**src/rtl/voice_mix_sequencer.sv**
```systemverilog
// Sample sequencer for the multi-voice synth.
// On each sample tick it walks the unmuted voices in ascending index order. For each voice
// it presents the voice config to a shared voice generator and pulses a start. It then waits
// for the ready/result, scales the result by the voice volume and accumulates it.
// After the last voice the sum is scaled by the master volume, shifted and saturated into
// one signed audio sample.
//
// Ports:
//   clk_i, rst_ni           clock, synchronous active-low reset
//   sample_tick_i           one-cycle sample strobe
//   freq_i/pw_i/wave_sel_i  packed per-voice config, voice 0 in LSBs
//   vol_i, mute_i           packed per-voice volume, per-voice mute (1 = skip)
//   master_vol_i            master volume, latched at the tick
//   voice_ready_i/wave_i    voice generator result handshake
//   voice_start_o, voice_idx_o, voice_freq_o, voice_pw_o, voice_wave_o
//                           request to the voice generator, held until the next start
//   audio_o, audio_valid_o  signed mixed sample and its update pulse
//   overrun_o               pulse: a tick was dropped because a sequence was running
module voice_mix_sequencer #(
  parameter int unsigned NUM_VOICES = 3,
  parameter int unsigned FREQ_W     = 16,
  parameter int unsigned PW_W       = 12,
  parameter int unsigned WAVE_W     = 10,
  parameter int unsigned VOL_W      = 4,
  parameter int unsigned OUT_W      = 16,
  parameter int unsigned SHIFT      = 2,
  localparam int unsigned IdxW      = (NUM_VOICES > 1) ? $clog2(NUM_VOICES) : 1
) (
  input  logic                         clk_i,
  input  logic                         rst_ni,
  input  logic                         sample_tick_i,
  input  logic [NUM_VOICES*FREQ_W-1:0] freq_i,
  input  logic [NUM_VOICES*PW_W-1:0]   pw_i,
  input  logic [NUM_VOICES*4-1:0]      wave_sel_i,
  input  logic [NUM_VOICES*VOL_W-1:0]  vol_i,
  input  logic [NUM_VOICES-1:0]        mute_i,
  input  logic [VOL_W-1:0]             master_vol_i,
  input  logic                         voice_ready_i,
  input  logic [WAVE_W-1:0]            voice_wave_i,
  output logic                         voice_start_o,
  output logic [IdxW-1:0]              voice_idx_o,
  output logic [FREQ_W-1:0]            voice_freq_o,
  output logic [PW_W-1:0]              voice_pw_o,
  output logic [3:0]                   voice_wave_o,
  output logic [OUT_W-1:0]             audio_o,
  output logic                         audio_valid_o,
  output logic                         overrun_o
);

  // Accumulator covers NUM_VOICES * 2^(WAVE_W-1) * (2^VOL_W-1) in both signs.
  localparam int unsigned AccW  = WAVE_W + VOL_W + $clog2(NUM_VOICES) + 1;
  localparam int unsigned ProdW = AccW + VOL_W + 1;
  localparam int unsigned SatW  = ((ProdW > OUT_W) ? ProdW : OUT_W) + 1;

  localparam logic signed [SatW-1:0] SatMax = {{(SatW-OUT_W+1){1'b0}}, {(OUT_W-1){1'b1}}};
  localparam logic signed [SatW-1:0] SatMin = {{(SatW-OUT_W+1){1'b1}}, {(OUT_W-1){1'b0}}};

  typedef enum logic [2:0] {StIdle, StStart, StWait, StNext, StScale, StOut} state_e;

  state_e                   state_q, state_d;
  logic signed [AccW-1:0]   acc_q, acc_d;
  logic signed [ProdW-1:0]  prod_q, prod_d;
  logic [NUM_VOICES-1:0]    mute_q, mute_d;
  logic [VOL_W-1:0]         master_q, master_d;
  logic [VOL_W-1:0]         vol_q, vol_d;
  logic [IdxW-1:0]          idx_q, idx_d;
  logic [FREQ_W-1:0]        freq_q, freq_d;
  logic [PW_W-1:0]          pw_q, pw_d;
  logic [3:0]               wsel_q, wsel_d;
  logic [OUT_W-1:0]         audio_q, audio_d;
  logic                     valid_q, valid_d;
  logic                     overrun_q, overrun_d;

  // Lowest unmuted voice at or above scan_from. In IDLE the live mute_i is scanned because
  // it is being latched in the same cycle.
  logic [NUM_VOICES-1:0] scan_mask;
  int unsigned           scan_from;
  logic                  scan_found;
  logic [IdxW-1:0]       scan_idx;

  always_comb begin
    scan_mask  = (state_q == StIdle) ? mute_i : mute_q;
    scan_from  = (state_q == StIdle) ? 32'd0 : 32'(idx_q) + 32'd1;
    scan_found = 1'b0;
    scan_idx   = '0;
    for (int unsigned i = 0; i < NUM_VOICES; i++) begin
      if (!scan_found && (i >= scan_from) && !scan_mask[i]) begin
        scan_found = 1'b1;
        scan_idx   = IdxW'(i);
      end
    end
  end

  // Voice result re-centred to signed by MSB inversion, then scaled by the voice volume.
  logic signed [WAVE_W-1:0] wave_s;
  logic signed [AccW-1:0]   wave_x, vol_x, term;
  logic signed [ProdW-1:0]  acc_x, master_x, scaled;
  logic signed [SatW-1:0]   prod_x;

  always_comb begin
    wave_s   = {~voice_wave_i[WAVE_W-1], voice_wave_i[WAVE_W-2:0]};
    wave_x   = AccW'(wave_s);
    vol_x    = AccW'({1'b0, vol_q});
    term     = wave_x * vol_x;
    acc_x    = ProdW'(acc_q);
    master_x = ProdW'({1'b0, master_q});
    scaled   = (acc_x * master_x) >>> SHIFT;
    prod_x   = SatW'(prod_q);
  end

  always_comb begin
    state_d   = state_q;
    acc_d     = acc_q;
    prod_d    = prod_q;
    mute_d    = mute_q;
    master_d  = master_q;
    vol_d     = vol_q;
    idx_d     = idx_q;
    freq_d    = freq_q;
    pw_d      = pw_q;
    wsel_d    = wsel_q;
    audio_d   = audio_q;
    valid_d   = 1'b0;
    overrun_d = sample_tick_i && (state_q != StIdle);

    // Voice config is captured on entry to START so it is valid alongside the start pulse.
    if (((state_q == StIdle) && sample_tick_i) || (state_q == StNext)) begin
      if (scan_found) begin
        idx_d  = scan_idx;
        freq_d = freq_i[32'(scan_idx)*FREQ_W +: FREQ_W];
        pw_d   = pw_i[32'(scan_idx)*PW_W +: PW_W];
        wsel_d = wave_sel_i[32'(scan_idx)*4 +: 4];
        vol_d  = vol_i[32'(scan_idx)*VOL_W +: VOL_W];
      end
    end

    case (state_q)
      StIdle: begin
        if (sample_tick_i) begin
          acc_d    = '0;
          mute_d   = mute_i;
          master_d = master_vol_i;
          state_d  = scan_found ? StStart : StScale;
        end
      end
      StStart: state_d = StWait;
      StWait: begin
        if (voice_ready_i) begin
          acc_d   = acc_q + term;
          state_d = StNext;
        end
      end
      StNext:  state_d = scan_found ? StStart : StScale;
      StScale: begin
        prod_d  = scaled;
        state_d = StOut;
      end
      StOut: begin
        if (prod_x > SatMax) begin
          audio_d = {1'b0, {(OUT_W-1){1'b1}}};
        end else if (prod_x < SatMin) begin
          audio_d = {1'b1, {(OUT_W-1){1'b0}}};
        end else begin
          audio_d = OUT_W'(prod_q);
        end
        valid_d = 1'b1;
        state_d = StIdle;
      end
      default: state_d = StIdle;
    endcase
  end

  always_ff @(posedge clk_i) begin
    if (!rst_ni) begin
      state_q   <= StIdle;
      acc_q     <= '0;
      prod_q    <= '0;
      mute_q    <= '0;
      master_q  <= '0;
      vol_q     <= '0;
      idx_q     <= '0;
      freq_q    <= '0;
      pw_q      <= '0;
      wsel_q    <= '0;
      audio_q   <= '0;
      valid_q   <= 1'b0;
      overrun_q <= 1'b0;
    end else begin
      state_q   <= state_d;
      acc_q     <= acc_d;
      prod_q    <= prod_d;
      mute_q    <= mute_d;
      master_q  <= master_d;
      vol_q     <= vol_d;
      idx_q     <= idx_d;
      freq_q    <= freq_d;
      pw_q      <= pw_d;
      wsel_q    <= wsel_d;
      audio_q   <= audio_d;
      valid_q   <= valid_d;
      overrun_q <= overrun_d;
    end
  end

  assign voice_start_o = (state_q == StStart);
  assign voice_idx_o   = idx_q;
  assign voice_freq_o  = freq_q;
  assign voice_pw_o    = pw_q;
  assign voice_wave_o  = wsel_q;
  assign audio_o       = audio_q;
  assign audio_valid_o = valid_q;
  assign overrun_o     = overrun_q;

endmodule
```
**config.mk**
```make
export PLATFORM = sky130hd
export DESIGN_NAME = voice_mix_sequencer
export DESIGN_NICKNAME = d
export VERILOG_FILES = /design/src/rtl/voice_mix_sequencer.sv
export SDC_FILE = /design/constraint.sdc
export NUM_CORES = 1
export LEC_CHECK = 0
export ABC_AREA = 0
export BUFFER_PORTS_ARGS = -buffer_cell sky130_fd_sc_hd__buf_2
export CAP_MARGIN = 20
export CORE_MARGIN = 1
export CORE_UTILIZATION = 30
export CTS_CLUSTER_DIAMETER = 200
export DETAILED_ROUTE_END_ITERATION = 8
export PLACE_DENSITY = 0.54
export SLEW_MARGIN = 10
export SYNTH_ARGS = -nofsm -noshare
export SYNTH_HDL_FRONTEND = slang
export SYNTH_SLANG_ARGS = --single-unit
```
**constraint.sdc**
```tcl
create_clock -name clk_i -period 8.6 [get_ports clk_i]
set_input_delay 0.43 -clock clk_i [delete_from_list [all_inputs] [get_ports clk_i]]
set_output_delay 0.43 -clock clk_i [all_outputs]
set_load 0.03 [all_outputs]
```
==> flow_metrics.py <==
metrics = {
    "outcome": {
        "status": "finished, final reports clean",
    },
    "timing": {
        "setup-tns-final_ps": 0,
        "finalCritPeriodShare_pct": 49.5,
        "rsz0062_at_grt": "false",
        "period_needed_ps": 4260,
        "hold_viol_final": 0,
        "layout_setup_ws_ps": 4340,
        "slew_viol_final": 0,
        "setup_violations": 0,
        "fin_hold_ws_ps": 308,
        "max_freq_mhz": 235,
        "tightest_slew_ps": 843,
        "final.setup_skew_ps": 18.2,
        "relSlewSlack_pct": 43.7,
    },
    "place": {
        "port_buffers": 181,
        "post-place-ws_ps": 4370,
        "hpwl_um": 17700,
        "place_area_um2": 10400,
        "place.gp.congestion": 0.835,
    },
    "clocking": {
        "worstSkewPairLatency_ps": 380,
        "postCtsHoldBufs": 0,
        "cts_buffers": 9,
        "cts_root_buf": "clkbuf_16",
        "path_clk_slew_ps": 80,
        "cts_max_level": 3,
        "numClockSinks": 103,
        "cts_tree": "done",
        "clockBufferDepth": 2,
        "postCtsSetupRepairBufs": 0,
        "ctsResizeCount": 0,
    },
    "setup_path": {
        "reg2reg_from": "master_q[3]",
        "cp_data_arrival_time_ps": 4550,
        "ff2ff_setup_slack_ps": 4340,
        "critical_path_required_ps": 8890,
        "r2r_end": "prod_q[16]",
        "r2r_cells": 14,
        "startpoint_type": "register",
        "critPathMaxFanout": 18,
        "crit_type": "reg -> reg",
        "end_kind": "register",
    },
    "min_path": {
        "whs_path_depth": 3,
        "hp-class": "in -> reg",
        "min_to": "master_q[1]",
        "holdCritStartpoint": "master_vol_i[1]",
    },
    "global_route": {
        "grt_max_degree": 74,
        "grt.overflow.total": 0,
        "grt_usage_pct": 14.4,
        "grt_pass1_wl_um": 36600,
        "grt_pass1_vias": 7496,
        "antenna_found_initial": 0,
    },
    "power": {
        "ir_worst_vdd_mv": 0.160,
        "leakagePower_nw": 5.08,
        "p_total_mw": 2.56,
        "power_density_nw_per_um2": 239,
    },
    "die": {
        "die-area_um2": 31200,
        "io_pins": 182,
        "die_w_um": 177,
        "die_y_um": 177,
        "core-area_um2": 29800,
        "rows": 63,
        "initial_utilization_pct": 30.7,
    },
    "layout": {
        "regArea_um2": 2060,
        "drive_above_1_share_pct": 16.5,
        "final_common_cell": "buf_2",
        "final_cell_mix": "buf_2 (181), inv_1 (166), nand2_1 (146)",
        "antennaDiodeCount": 0,
        "fin_area_um2": 10700,
        "multi_input_area_um2": 6250,
        "fillers": 3200,
        "syn_to_final_growth_pct": 17.0,
        "layout.nets": 1573,
    },
    "synthesis": {
        "yosysSeqAreaShare_pct": 22.5,
        "synthFlopType": "dfxtp_1",
        "async_reset_ff_share_pct": 0,
        "synthesis.area_um2": 9160,
        "syn-num-nets": 1421,
        "yosysWarnings": 0,
        "netlist_instances": 1143,
        "synth-edff-count": 0,
        "ys_ff_latch": 103,
        "synth.avg_cell_area_um2": 8.01,
        "synth_cell_types": 61,
    },
    "drt": {
        "dr_total_vias": 7659,
        "drc": 0,
        "routed_wl_um": 21800,
        "dr.pass1.iters": 4,
        "vias_per_cell": 4.53,
        "antenna_left": 0,
        "avgRoutedWirePerCell_um": 12.9,
        "drt_iter0_markers": 270,
    },
    "job": {
        "maxCapViolations": 0,
    },
}
-- Yosys cell counts (all sizes together) (2+ instances only) --
cell / instances / area (um^2)
and2: 78 / 488
o22ai: 2 / 12.5
nand2b: 8 / 50.1
xnor2: 19 / 166
nor2b: 4 / 25.0
nand4b: 3 / 26.3
buf: 17 / 134
o21ai: 85 / 437
a21o: 10 / 75.1
a31oi: 3 / 18.8
nand2: 146 / 548
o31ai: 2 / 25.0
ha: 76 / 951
clkbuf: 29 / 109
xor2: 9 / 78.8
fa: 73 / 1460
and3: 3 / 18.8
mux2i: 37 / 370
nor2: 71 / 284
nor3: 9 / 56.3
a21oi: 105 / 529
a211oi: 7 / 57.6
o311ai: 3 / 26.3
inv: 166 / 623
o21a: 5 / 37.5
nand4: 10 / 62.6
nor3b: 2 / 15.0
a311oi: 2 / 17.5
nand3b: 2 / 15.0
dfxtp: 103 / 2060
nand3: 25 / 125
nor4: 2 / 12.5
o211ai: 8 / 60.1
or3: 2 / 12.5
a2111oi: 2 / 17.5
-- worst max-delay path, cell delays in order (launching register included) --
cell,delay [ps]
dfxtp_1,620
and2_1,200
ha_1,240
fa_1,540
inv_1,50
fa_1,520
inv_1,40
ha_1,330
nand2_1,120
or4b_4,480
o21ai_4,190
o31ai_2,110
o311ai_1,260
mux2_1,360
o22ai_1,120
-- worst max path at each step --
stage / startpoint / cells after the start / endpoint / slack, ps
detailed placement: master_q[2] / 14 / prod_q[16] / 4370
global route: vol_q[1] / 15 / acc_q[13] / 4080
CTS: master_q[2] / 14 / prod_q[16] / 4340
global placement: master_q[2] / 14 / prod_q[16] / 4410
finish: master_q[3] / 14 / prod_q[16] / 4340
floorplan: master_q[2] / 15 / prod_q[16] / 4570
-- flip-flops by register name (all words and copies together) (netlist names) --
signal / cells
voice_idx_o: 2
voice_wave_o: 4
state_q: 3
audio_o: 16
voice_freq_o: 16
acc_q: 17
mute_q: 3
prod_q: 20
master_q: 4
overrun_o: 1
voice_pw_o: 12
vol_q: 4
audio_valid_o: 1
-- kinds of logic after synthesis --
logic type	after synthesis	synth area share [%]
xor+xnor	28	2.68
fa+ha+maj	149	26.3
compound gates	245	15.5
mux	38	4.17
buf+inv	212	9.46
flops	103	22.5
simple gates	368	19.3
-- area by class of cell --
class / instances / area share [%]
inverters: 166 / 5.82
repair buffers: 187 / 8.88
well taps: 390 / 4.56
flip-flops and latches: 103 / 19.3
multi-input cells: 828 / 58.4
clock buffers: 9 / 2.10
clock inverters: 7 / 1.03
-- stage by stage --
stage | util, % | cells
after floorplan | - | 1143
after global placement | 34.8 | 1674
after detailed placement | 34.8 | 1674
after CTS | 35.9 | 1690
after global routing | 35.9 | 1690
final | 35.9 | 1690
-- routing by layer --
metal	track usage [%]	wire, um
met1	19.1	10700
met3	2.99	1010
met2	24.1	9880
met4	3.23	219
met5	0	0
-- power breakdown --
group          switching, mW  total [mW]  internal [mW]
Sequential             0.111       0.687          0.576
Clock                  0.222       0.461          0.239
Combinational          0.893        1.41          0.518
Note: power is estimated with default switching activity, not from simulation.
